File: config.mk
export PLATFORM = sky130hd
export DESIGN_NAME = program_loader
export DESIGN_NICKNAME = d
export VERILOG_FILES = /design/src/rtl/loader_pkg.sv /design/src/rtl/loader_word_assembler.sv /design/src/rtl/program_loader.sv
export SDC_FILE = /design/constraint.sdc
export NUM_CORES = 1
export LEC_CHECK = 0
export CORE_MARGIN = 2
export CORE_UTILIZATION = 58
export DETAILED_ROUTE_END_ITERATION = 8
export GPL_TIMING_DRIVEN = 0
export PLACE_DENSITY_LB_ADDON = 0.25
export SYNTH_ARGS = -nofsm -noshare
export SYNTH_HDL_FRONTEND = slang
export SYNTH_HIERARCHICAL = 1
export SYNTH_SLANG_ARGS = --single-unit
File: constraint.sdc
create_clock -name clock -period 3.3 [get_ports clock]
set_input_delay 0.495 -clock clock [delete_from_list [all_inputs] [get_ports clock]]
set_output_delay 0.495 -clock clock [all_outputs]
set_load 0.01 [all_outputs]
File: src/rtl/loader_pkg.sv
// loader_pkg: shared state encoding and stream-format constants for program_loader.
//   HDR_BYTES  - header length in bytes (big-endian word count)
//   WORD_BYTES - bytes per instruction word
//   CSUM_W     - width of the trailing XOR checksum byte
package loader_pkg;
    typedef enum logic [2:0] {IDLE, HDR_HI, HDR_LO, DATA, CHECK, DONE, ERROR} state_t;
    localparam int HDR_BYTES  = 2;
    localparam int WORD_BYTES = 4;
    localparam int CSUM_W     = 8;
endpackage

File: src/rtl/loader_word_assembler.sv
// loader_word_assembler: packs a byte stream MSB-first into 32-bit words.
//   clock, reset    - rising-edge clock, synchronous active-high reset
//   clear           - restart assembly at byte 0 of a new word
//   byte_in         - incoming byte
//   byte_valid      - byte_in is consumed this cycle
//   word            - assembled word (valid together with word_valid)
//   word_valid      - combinational pulse on the cycle the final byte of a word arrives
module loader_word_assembler
    import loader_pkg::*;
(
    input  logic        clock,
    input  logic        reset,
    input  logic        clear,
    input  logic [7:0]  byte_in,
    input  logic        byte_valid,
    output logic [31:0] word,
    output logic        word_valid
);
    logic [1:0]  cnt;
    logic [23:0] shreg;

    // The final byte is appended combinationally so the word is ready on its
    // accepting edge and the top can register the memory write from it.
    assign word       = {shreg, byte_in};
    assign word_valid = byte_valid && cnt == 2'(WORD_BYTES - 1);

    always_ff @(posedge clock) begin
        if (reset || clear) begin
            cnt   <= '0;
            shreg <= '0;
        end else if (byte_valid) begin
            cnt   <= cnt + 2'd1;
            shreg <= {shreg[15:0], byte_in};
        end
    end
endmodule

File: src/rtl/program_loader.sv
// program_loader: loads a byte-streamed program into instruction memory and holds the CPU until done.
//   clock, reset          - rising-edge clock, synchronous active-high reset
//   start                 - one-cycle pulse, begins a load from IDLE/DONE/ERROR
//   in_data/in_valid/in_ready - byte stream handshake
//   imem_we/imem_addr/imem_wdata - registered instruction memory write port
//   cpu_run               - CPU may execute (image complete)
//   busy                  - load in progress
//   err                   - load failed, sticky until start or reset
// Optional feature: define LOADER_CHECKSUM_EN to require a trailing XOR checksum byte.
module program_loader
    import loader_pkg::*;
#(
    parameter int INSTR_MEM_SIZE = 32,
    parameter int ADDR_WIDTH     = $clog2(INSTR_MEM_SIZE)
) (
    input  logic                  clock,
    input  logic                  reset,
    input  logic                  start,
    input  logic [7:0]            in_data,
    input  logic                  in_valid,
    output logic                  in_ready,
    output logic                  imem_we,
    output logic [ADDR_WIDTH-1:0] imem_addr,
    output logic [31:0]           imem_wdata,
    output logic                  cpu_run,
    output logic                  busy,
    output logic                  err
);
    state_t                state;
    logic [7:0]            hdr_hi;
    logic [15:0]           hdr;
    logic [ADDR_WIDTH:0]   n_words;
    logic [ADDR_WIDTH:0]   wcnt;
    logic                  accept;
    logic                  launch;
    logic [31:0]           word;
    logic                  word_valid;
`ifdef LOADER_CHECKSUM_EN
    logic [CSUM_W-1:0]     csum;
`endif

    always_comb begin
        in_ready = state inside {HDR_HI, HDR_LO, DATA, CHECK};
        busy     = in_ready;
        accept   = in_valid && in_ready;
        launch   = start && state inside {IDLE, DONE, ERROR};
        hdr      = {hdr_hi, in_data};
    end

    loader_word_assembler u_asm (
        .clock      (clock),
        .reset      (reset),
        .clear      (launch),
        .byte_in    (in_data),
        .byte_valid (accept && state == DATA),
        .word       (word),
        .word_valid (word_valid)
    );

    always_ff @(posedge clock) begin
        if (reset) begin
            state      <= IDLE;
            hdr_hi     <= '0;
            n_words    <= '0;
            wcnt       <= '0;
            imem_we    <= 1'b0;
            imem_addr  <= '0;
            imem_wdata <= '0;
            cpu_run    <= 1'b0;
            err        <= 1'b0;
`ifdef LOADER_CHECKSUM_EN
            csum       <= '0;
`endif
        end else begin
            imem_we <= 1'b0;
            // Status outputs lag the state by one edge so the last write lands first.
            cpu_run <= state == DONE;
            err     <= state == ERROR;
`ifdef LOADER_CHECKSUM_EN
            if (accept) csum <= csum ^ in_data;
`endif
            case (state)
                IDLE, DONE, ERROR: if (start) begin
                    state <= HDR_HI;
                    wcnt  <= '0;
`ifdef LOADER_CHECKSUM_EN
                    csum  <= '0;
`endif
                end
                HDR_HI: if (accept) begin
                    hdr_hi <= in_data;
                    state  <= HDR_LO;
                end
                HDR_LO: if (accept) begin
                    n_words <= hdr[ADDR_WIDTH:0];
                    state   <= hdr == '0 ? DONE : hdr > 16'(INSTR_MEM_SIZE) ? ERROR : DATA;
                end
                DATA: if (word_valid) begin
                    imem_we    <= 1'b1;
                    imem_wdata <= word;
                    imem_addr  <= wcnt[ADDR_WIDTH-1:0];
                    wcnt       <= wcnt + 1'b1;
                    if ((wcnt + 1'b1) == n_words) begin
`ifdef LOADER_CHECKSUM_EN
                        state <= CHECK;
`else
                        state <= DONE;
`endif
                    end
                end
`ifdef LOADER_CHECKSUM_EN
                CHECK: if (accept) state <= in_data == csum ? DONE : ERROR;
`endif
                default: state <= IDLE;
            endcase
        end
    end
endmodule
# After elaboration in Yosys (flattened, before gate mapping)
# Cells that the tools add are included.
[totals]
reg_bits = 89
latch_bits = 0
mem_bits_rw = 0
rom_bits = 0
word_cells = 57
n_memories = 0
[op_classes]
addsub = 2
mul = 0
div = 0
order_cmp = 1
eq_ne = 13
shifts = 0
n_mux = 12
bitwise_logic = 1
reduce_logical = 17
[op_table]
columns = ["op", "n"]
rows = [
  ["two-way mux 3 bit", 7],
  ["> comparator 16 x 6 -> 1 bit (second input constant)", 1],
  ["zero test 16 bit", 1],
  ["two-way mux 6 bit", 2],
  ["case mux 3 bit (4 select lines)", 1],
  ["case mux 6 bit (2 select lines)", 1],
  ["equality test 3 bit (second input constant)", 3],
  ["adder 6 x 1 -> 6 bit (second input constant)", 1],
  ["equality test 3 x 2 -> 1 bit (second input constant)", 2],
  ["equality test 6 bit", 1],
  ["inequality test 2 bit (second input constant)", 3],
  ["AND reduction 2 bit", 3],
  ["AND reduction 5 bit", 1],
  ["logical AND 1 bit", 4],
  ["inequality test 2 x 1 -> 1 bit (second input constant)", 2],
  ["nonzero test 4 bit", 1],
  ["equality test 3 x 1 -> 1 bit (second input constant)", 1],
  ["zero test 3 bit", 1],
  ["AND reduction 3 bit", 1],
  ["nonzero test 3 bit", 1],
  ["OR reduction 3 bit", 1],
  ["adder 2 x 1 -> 2 bit (second input constant)", 1],
  ["equality test 2 bit (second input constant)", 1],
  ["nonzero test 2 bit", 1],
  ["4 further kinds", 4],
]

# Longest topological paths before layout
# Gate-level depths: netlist (run 1).
[depth]
depth_word = 7
mapped_depth = 11

# Modules after synthesis
# The synthesis (run 1) kept the hierarchy.
[modules_own_cells]
columns = ["module", "n_inst", "cells_each", "area_per_inst_um2", "seq_area_each_um2"]
rows = [
  ["program_loader", 1, 313, 2590.0, 1261.2],
  ["loader_word_assembler", 1, 95, 1039.7, 520.5],
]

# Worst setup path after synthesis (run 1)
# No wires, ideal clock.
[synth_timing]
path_type = "reg2reg"
startpoint = "register state[0]"
endpoint = "register state[1]"
setup_ns = 0.128
arrival_time_ns = 2.014
required_ns = 3.172
setup_slack_ns = 1.158
path_stages_with_launch = 12
synth_period_minus_slack_ns = 2.142
cell_sequence = "dfxtp_1 -> and3b_1 -> buf_2 -> and2_1 -> buf_6 -> buf_6 -> and2_1 -> nand3b_1 -> a21oi_1 -> a311oi_1 -> a41oi_2 -> mux2i_1"
[synth_via]
elab_chain_cells = 7
elab_cells_between_ends = 19
[synth_rtl]
columns = ["item", "line_no", "source"]
rows = [
  ["start, declared", "program_loader.sv:29", "state_t state;"],
  ["start signal, assigned", "program_loader.sv:96", "state <= hdr == '0 ? DONE : hdr > 16'(INSTR_MEM_SIZE) ? ERROR : DATA;"],
  ["equality test 3 x 1 -> 1 bit (tied with other cells)", "program_loader.sv:43", "in_ready = state inside {HDR_HI, HDR_LO, DATA, CHECK};"],
  ["nonzero test 4 bit", "program_loader.sv:43", ""],
  ["logical AND 1 bit", "program_loader.sv:45", "accept = in_valid && in_ready;"],
  ["logical AND 1 bit (*)", "program_loader.sv:55", ".byte_valid (accept && state == DATA),"],
  ["logical AND 1 bit (*)", "loader_word_assembler.sv:25", "assign word_valid = byte_valid && cnt == 2'(WORD_BYTES - 1);"],
  ["via word_valid", "program_loader.sv:37", "logic word_valid;"],
  ["inequality test 2 x 1 -> 1 bit (no line) (*)", "n/a", ""],
  ["AND reduction 5 bit (no line) (*)", "n/a", ""],
]
# The timed path passes the listed nets; every way through them passes the cells marked *.
# A chain may end at the register's enable or synchronous reset.

# Worst setup path in the final report (run 1)
# Ends and elaborated chain as after synthesis.

==> impl_metrics.yaml, run 1 <==
placed_design:
  gp_congestion: 0.863
  dp_hpwl_um: 5940
  port_buffers: 53
floorplan:
  coreArea_sq_mm: 0.00599
  num_rows: 28
  dieArea_sq_mm: 0.00691
  die_h_um: 83.1
  ioPinCount: 54
  dieWidth_um: 83.1
  start_util_pct: 60.6
setup_path:
  crit_arrival_ns: 2.86
  r2r_slack_ns: 0.67
  cp-start-kind: "flip-flop"
  slowest_stage: "dfxtp_1"
  worstPathCellList: "and3b_1, buf_2, and2_1, buf_6, buf_6, and2_1, nand3b_1, a21oi_1, a311oi_1, a41oi_2, mux2i_1"
  slowest_delay_ns: 0.45
  endpoint_kind: "flip-flop"
  crit_family: "simple AND/OR/NAND/NOR gates"
  worst-path-buf-inv: 3
  path_class: "flip-flop to flip-flop"
  path_max_fanout: 10
  cp.required_ns: 3.53
power_and_ir_drop:
  p_int_mw: 1.77
  p_comb_share_pct: 22.6
  clkPwrFrac_pct: 31.6
  finalPower_mw: 2.50
  seq_power_share_pct: 45.7
  swShare_pct: 29.0
  p_per_area_mw_per_mm2: 560
  switchingPower_mw: 0.726
  leakage_nw: 1.56
  vdd_ir_drop_max_uv: 318
timing:
  max_slew_margin_pct: 59.8
  finalMaxSlewViolations: 0
  worst_pin_slew_ns: 0.603
  period_needed_ns: 2.63
  hold_viol_final: 0
  fin_skew_ns: 0.00831
  finalCritPeriodShare_pct: 79.6
  rsz0062_at_grt: "false"
  fmax_mhz: 381
  finalSetupViolCount: 0
  setup-tns-final_ns: 0
  holdWs_ns: 0.457
cells_and_area:
  final_nets: 486
  final_core_util_pct: 74.6
  final_cell_mix: "89 x dfxtp_1, 81 x nand2_1, 54 x nor2_1"
  drive_above_1_share_pct: 9.85
  area_growth_pct: 23.1
  final_common_cell: "dfxtp_1"
  insertedDiodeCount: 0
outcome:
  status: "finished, final reports clean"
global_route:
  grt_pass1_vias: 2768
  grt_pass1_wl_um: 13500
  grt_usage_pct: 24.6
  overflow: 0
  antenna_found_initial: 0
  grt_max_degree: 16
clock_tree:
  clock_latency_ns: 0.36
  cts_hold_buf: 0
  clk_path_buf_depth: 2
  htree_levels: 3
  post_cts_resized: 0
  cts_buffers: 9
  ctsRootBufferMaster: "clkbuf_8"
  post_cts_buffers: 0
  clk_pin_slew_ns: 0.09
  tritoncts: "done"
  cts.sinks: 89
routing:
  viasPerCell: 5.29
  num_vias: 2920
  ant_nets: 0
  totalWireLength_um: 8420
  wl_per_cell_um: 15.3
  dr.pass1.iters: 4
  drt-initial-drc-count: 220
  drc: 0
yosys:
  ys_warn_count: 6
  netlist_area_sq_mm: 0.00363
  postSynthAreaPerCell_sq_um: 8.90
  netlist_instances: 408
  synth_seq_cells: 89
  ys_types: 42
  seq_area_frac_synth_pct: 49.1
  syn-num-nets: 422
min_path:
  hold_path_class: "flip-flop to flip-flop"
job:
  max-cap-violations: 0
==> synth_stat cells (all sizes together) <==
cell     number  area share, %
ha            2           0.69
nand3b        4           0.83
and2          4           0.69
nand4bb       1           0.31
nor2         56            5.9
nor4          2           0.34
inv           1           0.10
and3b         1           0.24
a31o          1           0.24
nand2        81            8.4
xnor2         6            1.4
nand3         4           0.55
o21ai         5           0.69
or3           4           0.69
or2           1           0.17
mux2          1           0.31
or4           1           0.31
o311ai        1           0.24
o211ai        1           0.21
a41oi         1           0.45
a2bb2oi       1           0.24
a21oi        44            6.2
xor2          5            1.2
a311oi        2           0.48
nor4b         1           0.24
nand2b        3           0.52
a21o          1           0.21
o21a          1           0.21
and3          2           0.34
buf          27            5.7
dfxtp        89             49
a31oi         1           0.17
clkbuf        9           0.93
nor3          3           0.41
mux2i        41             11
==> state kept, by name, summed over array words and instances, names as in the netlist <==
signal / cells
imem_we: 1
u_asm/shreg: 24
wcnt: 6
err: 1
imem_addr: 5
imem_wdata: 32
cpu_run: 1
hdr_hi: 8
u_asm/cnt: 2
state: 3
n_words: 6
==> power groups by stage <==
stage | logic, mW | clock network, mW | registers, mW
2_1_floorplan | 0.412 | 0 | 1.16
3_5_place_dp | 0.549 | 0 | 1.17
4_1_cts | 0.560 | 0.795 | 1.14
5_1_grt | 0.614 | 0.836 | 1.15
3_3_place_gp | 0.535 | 0 | 1.16
6_report | 0.566 | 0.791 | 1.14
==> layout make-up <==
class | count | area, sq um
well taps | 75 | 93.8
clock buffers | 11 | 151
fillers | 430 | 1520
clock inverters | 5 | 61.3
plain buffers | 36 | 239
inverters | 1 | 3.75
repair buffers | 53 | 531
multi-input cells | 282 | 1610
flip-flops and latches | 89 | 1780
==> worst paths after layout <==
check        depth (start not counted)            to    startpoint
max reg2reg                         11      state[1]      state[0]
min reg2reg                          2  imem_addr[1]  imem_addr[1]
min                                  2  imem_addr[1]  imem_addr[1]
max                                 11      state[1]      state[0]
==> metal layers <==
| layer | wire length, um | share of wire [%] | up-vias | global-route usage [%] |
|---|---|---|---|---|
| met5 | 0 | 0 | - | 0 |
| met4 | 161 | 1.9 | 0 | 9.54 |
| met3 | 338 | 4.0 | 14 | 4.17 |
| met2 | 3930 | 47 | 61 | 40.2 |
| met1 | 3990 | 47 | 1374 | 32.6 |
| li1 | - | - | 1471 | - |
==> metrics by stage <==
| step | setup slack [ns] | cells | area, sq um |
|---|---|---|---|
| 5_1_grt | 0.544 | 552 | 4470 |
| 6_report | 0.674 | 552 | 4470 |
| 2_1_floorplan | 1.16 | 408 | 3630 |
| 4_1_cts | 0.700 | 552 | 4470 |
| 3_3_place_gp | 0.581 | 536 | 4250 |
| 3_5_place_dp | 0.529 | 536 | 4250 |
==> kinds of logic after synthesis <==
kind of cell / count (synthesis) / share of synthesized area [%]
xor+xnor: 11 / 2.65
simple gates: 168 / 20.0
mux: 42 / 11.6
buf+inv: 37 / 6.69
fa+ha+maj: 2 / 0.689
flops: 89 / 49.1
compound gates: 59 / 9.31
==> tightest hold or removal path, cell delays in order, from the launching register on <==
cell	delay, ns
dfxtp_1	0.32
nand2_1	0.05
a21oi_1	0.05
No activity file was read; power rests on OpenSTA's default activity.
==> run 2: changes to the inputs <==
Settings changed: CORE_UTILIZATION 58 to 53.
Clock period 3.3 ns to 2.5 ns, I/O delays scaled along.
==> run 2 against run 1 <==
  * First-iteration DRC count decreased by 20%
  * Total power increased by 36%
  * Worst setup slack got worse by 0.53 ns
  * Sequential share of layout area decreased by 0.32 points
  * Critical path depth unchanged
  * Die area increased by 9.0%
  * Hold slack got worse by 0.0024 ns
  * Combinational power increased by 33%
==> impl_metrics.yaml, run 2 (synthesis results as in run 1) <==
outcome:
  status: "finished, final reports clean"
timing:
  fmax_mhz: 424
  worst_pin_slew_ns: 0.556
  finalMaxSlewViolations: 0
  setup-tns-final_ns: 0
  finalCritPeriodShare_pct: 94.3
  rsz0062_at_grt: "false"
  period_needed_ns: 2.36
  finalSetupViolCount: 0
  hold_viol_final: 0
  fin_skew_ns: 0.00964
  max_slew_margin_pct: 63.0
  holdWs_ns: 0.455
min_path:
  whs_path_depth: 2
  hold_end: "imem_wdata[31]"
  min_from: "imem_wdata[31]"
  hold_path_class: "flip-flop to flip-flop"
global_route:
  use_met2_pct: 35.0
  antenna_found_initial: 0
  overflow: 0
  met1_usage_pct: 32.3
  use_met3_pct: 3.90
  grt_pass1_vias: 2827
  grt_usage_pct: 22.9
  grt_pass1_wl_um: 13400
  grt_max_degree: 15
  busiest_layer: "met2"
clock_tree:
  clock_latency_ns: 0.35
  clk_pin_slew_ns: 0.09
  post_cts_buffers: 0
  cts_buffers: 9
  tritoncts: "done"
  cts_hold_buf: 0
  cts.sinks: 89
  clk_path_buf_depth: 2
  ctsRootBufferMaster: "clkbuf_8"
  htree_levels: 3
floorplan:
  die_h_um: 86.8
  start_util_pct: 54.0
  num_rows: 30
  dieArea_sq_mm: 0.00753
  dieWidth_um: 86.8
  coreArea_sq_mm: 0.00672
  ioPinCount: 54
routing:
  drt-initial-drc-count: 175
  dr.pass1.iters: 4
  num_vias: 2938
  wl_per_cell_um: 14.4
  drc: 0
  totalWireLength_um: 8010
  ant_nets: 0
  viasPerCell: 5.28
setup_path:
  worst-path-buf-inv: 3
  worstPathCellList: "and3b_1, buf_2, and2_1, buf_6, buf_6, and2_1, nand3b_1, a21oi_2, a311oi_2, a41oi_2, mux2i_1"
  cp-start-kind: "flip-flop"
  worstReg2RegStart: "state[0]"
  path_max_fanout: 10
  cp.required_ns: 2.74
  crit_family: "simple AND/OR/NAND/NOR gates"
  rr_endpoint: "state[1]"
  r2r_slack_ns: 0.14
  slowest_stage: "dfxtp_2"
  crit_arrival_ns: 2.59
  r2r_cells: 11
  endpoint_kind: "flip-flop"
  slowest_delay_ns: 0.40
  path_class: "flip-flop to flip-flop"
cells_and_area:
  drive_above_1_share_pct: 10.7
  final_common_cell: "dfxtp_1"
  final_nets: 486
  area_growth_pct: 24.1
  fill_cells: 552
  final_core_util_pct: 67.1
  largest_register_ffs: 32
  reg.largest.list: "imem_wdata: 32 flops, u_asm/shreg: 24 flops, hdr_hi: 8 flops"
  insertedDiodeCount: 0
  largest_register: "imem_wdata"
  final_cell_mix: "88 x dfxtp_1, 81 x nand2_1, 54 x nor2_1"
  finalInstanceArea_sq_mm: 0.00451
placed_design:
  dp_hpwl_um: 5850
  placed_area_sq_mm: 0.00426
  gp_congestion: 0.859
  port_buffers: 53
power_and_ir_drop:
  vdd_ir_drop_max_uv: 339
  p_per_area_mw_per_mm2: 756
  finalPower_mw: 3.41
  leakage_nw: 1.57
job:
  max-cap-violations: 0
==> run 2: worst max-delay path by stage <==
| stage | start | to | depth (start not counted) |
|---|---|---|---|
| floorplan | state[0] | state[1] | 11 |
| global placement | in_valid | wcnt[2] | 10 |
| detailed placement | in_valid | state[1] | 10 |
| CTS | state[0] | wcnt[2] | 11 |
| global route | state[0] | imem_wdata[17] | 10 |
| finish | state[0] | state[1] | 11 |
==> run 2: layout make-up <==
type / count / area (sq um) / area share [%]
flip-flops and latches: 89 / 1780 / 39.6
plain buffers: 36 / 241 / 5.36
clock buffers: 9 / 124 / 2.75
inverters: 1 / 3.75 / 0.0833
well taps: 80 / 100 / 2.22
clock inverters: 6 / 108 / 2.39
repair buffers: 53 / 531 / 11.8
multi-input cells: 282 / 1620 / 35.9
==> run 2: layer usage <==
metal	routed length [um]	up-vias
li1	-	1481
met1	3720	1370
met2	3710	77
met3	490	10
met4	93	0
met5	0	-
==> run 2: repair_timing <==
action | 4_1_cts | 5_1_grt
gates resized for setup | 1 | 6
setup endpoints to repair | 2 | 44
cloned | 0 | 0
==> run 2: worst reg2reg max path: cells and delay by family (launching register included) <==
family	cells	cell delay, ns
AND/OR/NAND/NOR	4	0.69
AO/OA/AOI/OAI	3	0.49
multiplexers	1	0.15
flip-flops	1	0.40
buffers and inverters	3	0.50
==> run 2: where the power goes <==
part / internal, mW / switching [mW]
logic: 0.360 / 0.392
registers: 1.47 / 0.0390
clock network: 0.655 / 0.492
total: 2.48 / 0.923
==> run 2: stage by stage <==
| stage | instances | worst slack (ns) |
|---|---|---|
| floorplan | 408 | 0.358 |
| finish | 556 | 0.143 |
| global route | 556 | 0.0129 |
| detailed placement | 541 | -0.155 |
| global placement | 541 | -0.127 |
| CTS | 556 | 0.0195 |
==> patch: new RTL, settings of run 2 <==
Change the parameter `INSTR_MEM_SIZE` from 32 to 64.
--- a/src/rtl/program_loader.sv
+++ b/src/rtl/program_loader.sv
@@ -12,3 +12,3 @@
 #(
-    parameter int INSTR_MEM_SIZE = 32,
+    parameter int INSTR_MEM_SIZE = 64,
     parameter int ADDR_WIDTH     = $clog2(INSTR_MEM_SIZE)
Interface: changed (resized imem_addr); port bits go from 54 to 55. No check against the original RTL was run, so the function may have changed too.
==> patch against run 2 <==
- clock power shrank 22%
- critical path type unchanged
- count of clock-buffer cells in the layout grew 1
- cell count grew 10%
- routed wire length grew 15%
- area after synthesis grew 5.1%
- cell area grew 3.8%
- non-clock buffer count grew 4
- fmax grew 0.63%
- hold slack gained 2.4 ps
- combinational power shrank 22%
- largest cell class unchanged
- critical endpoint unchanged
- setup slack gained 15 ps
- sequential cell count grew 3
- power shrank 11%
==> patch: results (changes against run 2) <==
| Metric | Value |
|---|---|
| CP arrival | 2620 ps (+30 ps) |
| Drt total wl | 9220 µm (+15%) |
| Post-synthesis mux area share | 8.66% (-3.0 points) |
| Nets | 526 (+8.2%) |
| Initial DRC Count | 220 (+26%) |
| Layout cell share with drive strength beyond 1 | 10.3% (-0.46 points) |
| R2R depth | 12 (+1) |
| Status | finished clean |
| Placed cell area | 4470 µm² (+5.0%) |
| Core Util, Final | 68.1% (+1.0 points) |
| Vias in the first global route | 2978 (+5.3%) |
| Fill cells | 599 (+8.5%) |
| FF-to-FF Start | state[1] |
| Final Cycle Share | 93.7% (-0.59 points) |
| Dpl cells | 595 (+10%) |
| Avg Cell Area, Syn | 8.57 µm² (-3.7%) |
| Slew @ Worst Pin | 589 ps (+33.3 ps) |
| Top cells by area, synth | dfxtp_1 48%, nand2_1 9.9%, mux2i_1 8.7% |
| Yosys cell types | 45 (+7.1%) |
| Synth Area in XOR/XNOR | 2.30% (-0.36 points) |
| Post-synth net total | 459 (+8.8%) |
| Vias per cell | 5.26 (-0.41%) |
| Hold path startpoint | imem_wdata[4] |
| Synth Area in Compound Gates | 12.2% (+2.9 points) |
| Yosys top cell area share | 48.3% (-0.79 points) |
| Tot GR Track Use | 24.8% (+1.8 points) |
| Synth Area in Adders | 0.656% (-0.033 points) |
| # port buffers | 54 (+1.9%) |
| Dpl hpwl | 6440 µm (+10%) |
| Pre-CTS setup slack | -351 ps (-196 ps) |
| Synth top cells by count | 101 x nand2_1, 92 x dfxtp_1, 53 x a21oi_1 |
| Post-route insts no fill | 613 (+10%) |
| Worst hold margin | 457 ps (+2.37 ps) |
| Pin count of the biggest net entering global routing | 17 (+2) |
| Leak | 0.00157 µW (+0.38%) |
| Layout Skew | 8.89 ps (-0.747 ps) |
-- patch: report_power, final --
group / leakage (µW) / total, µW / internal (µW) / switching (µW)
registers: 0.000742 / 1530 / 1510 / 23.4
clock network: 0.0000833 / 895 / 368 / 527
logic: 0.000747 / 589 / 258 / 331
-- patch: layer usage --
layer | global-route usage [%] | wire [µm]
met2 | 38.0 | 4350
met4 | 13.5 | 211
met1 | 33.4 | 4130
met5 | 0 | 0
met3 | 3.92 | 530
-- patch: worst max-delay path, stage by stage, from the launching register on --
cell      delay (ps)
dfxtp_1          310
clkbuf_4         190
nand2_2          100
nor2_4           120
and2_1           150
buf_6            160
buf_6            180
and2_4           210
o21ai_1           90
a32oi_2          270
buf_4            180
nand4_1          100
a31oi_1          200
-- patch: cell type report --
cell class,instances,area (µm²),area share (%)
Buffer,37,251,5.38
Clock buffer,10,128,2.73
Clock inverter,6,46.3,0.990
Inverter,4,15.0,0.321
Multi-Input combinational cell,312,1720,36.8
Sequential cell,92,1840,39.4
Tap cell,96,120,2.57
Timing Repair Buffer,56,556,11.9
-- patch: worst max-delay path by stage --
stage	from	end
floorplan	state[1]	state[2]
global placement	in_valid	state[2]
detailed placement	in_valid	state[2]
CTS	state[1]	state[2]
global route	state[1]	state[1]
finish	state[1]	state[1]
-- patch: logic make-up after synthesis --
| group | after synthesis |
|---|---|
| and+or+nand+nor | 188 |
| DFF | 92 |
| AOI/OAI and AO/OA | 79 |
| buffers and inverters | 41 |
| muxes | 33 |
| xor gates and xnor gates | 10 |
| adders and majority gates | 2 |
-- patch: repair_timing --
item,in CTS,in global routing
gates resized for setup,2,4
setup endpoints to repair,21,16
gates cloned,0,0
buffers inserted,1,1
pin swaps,1,1
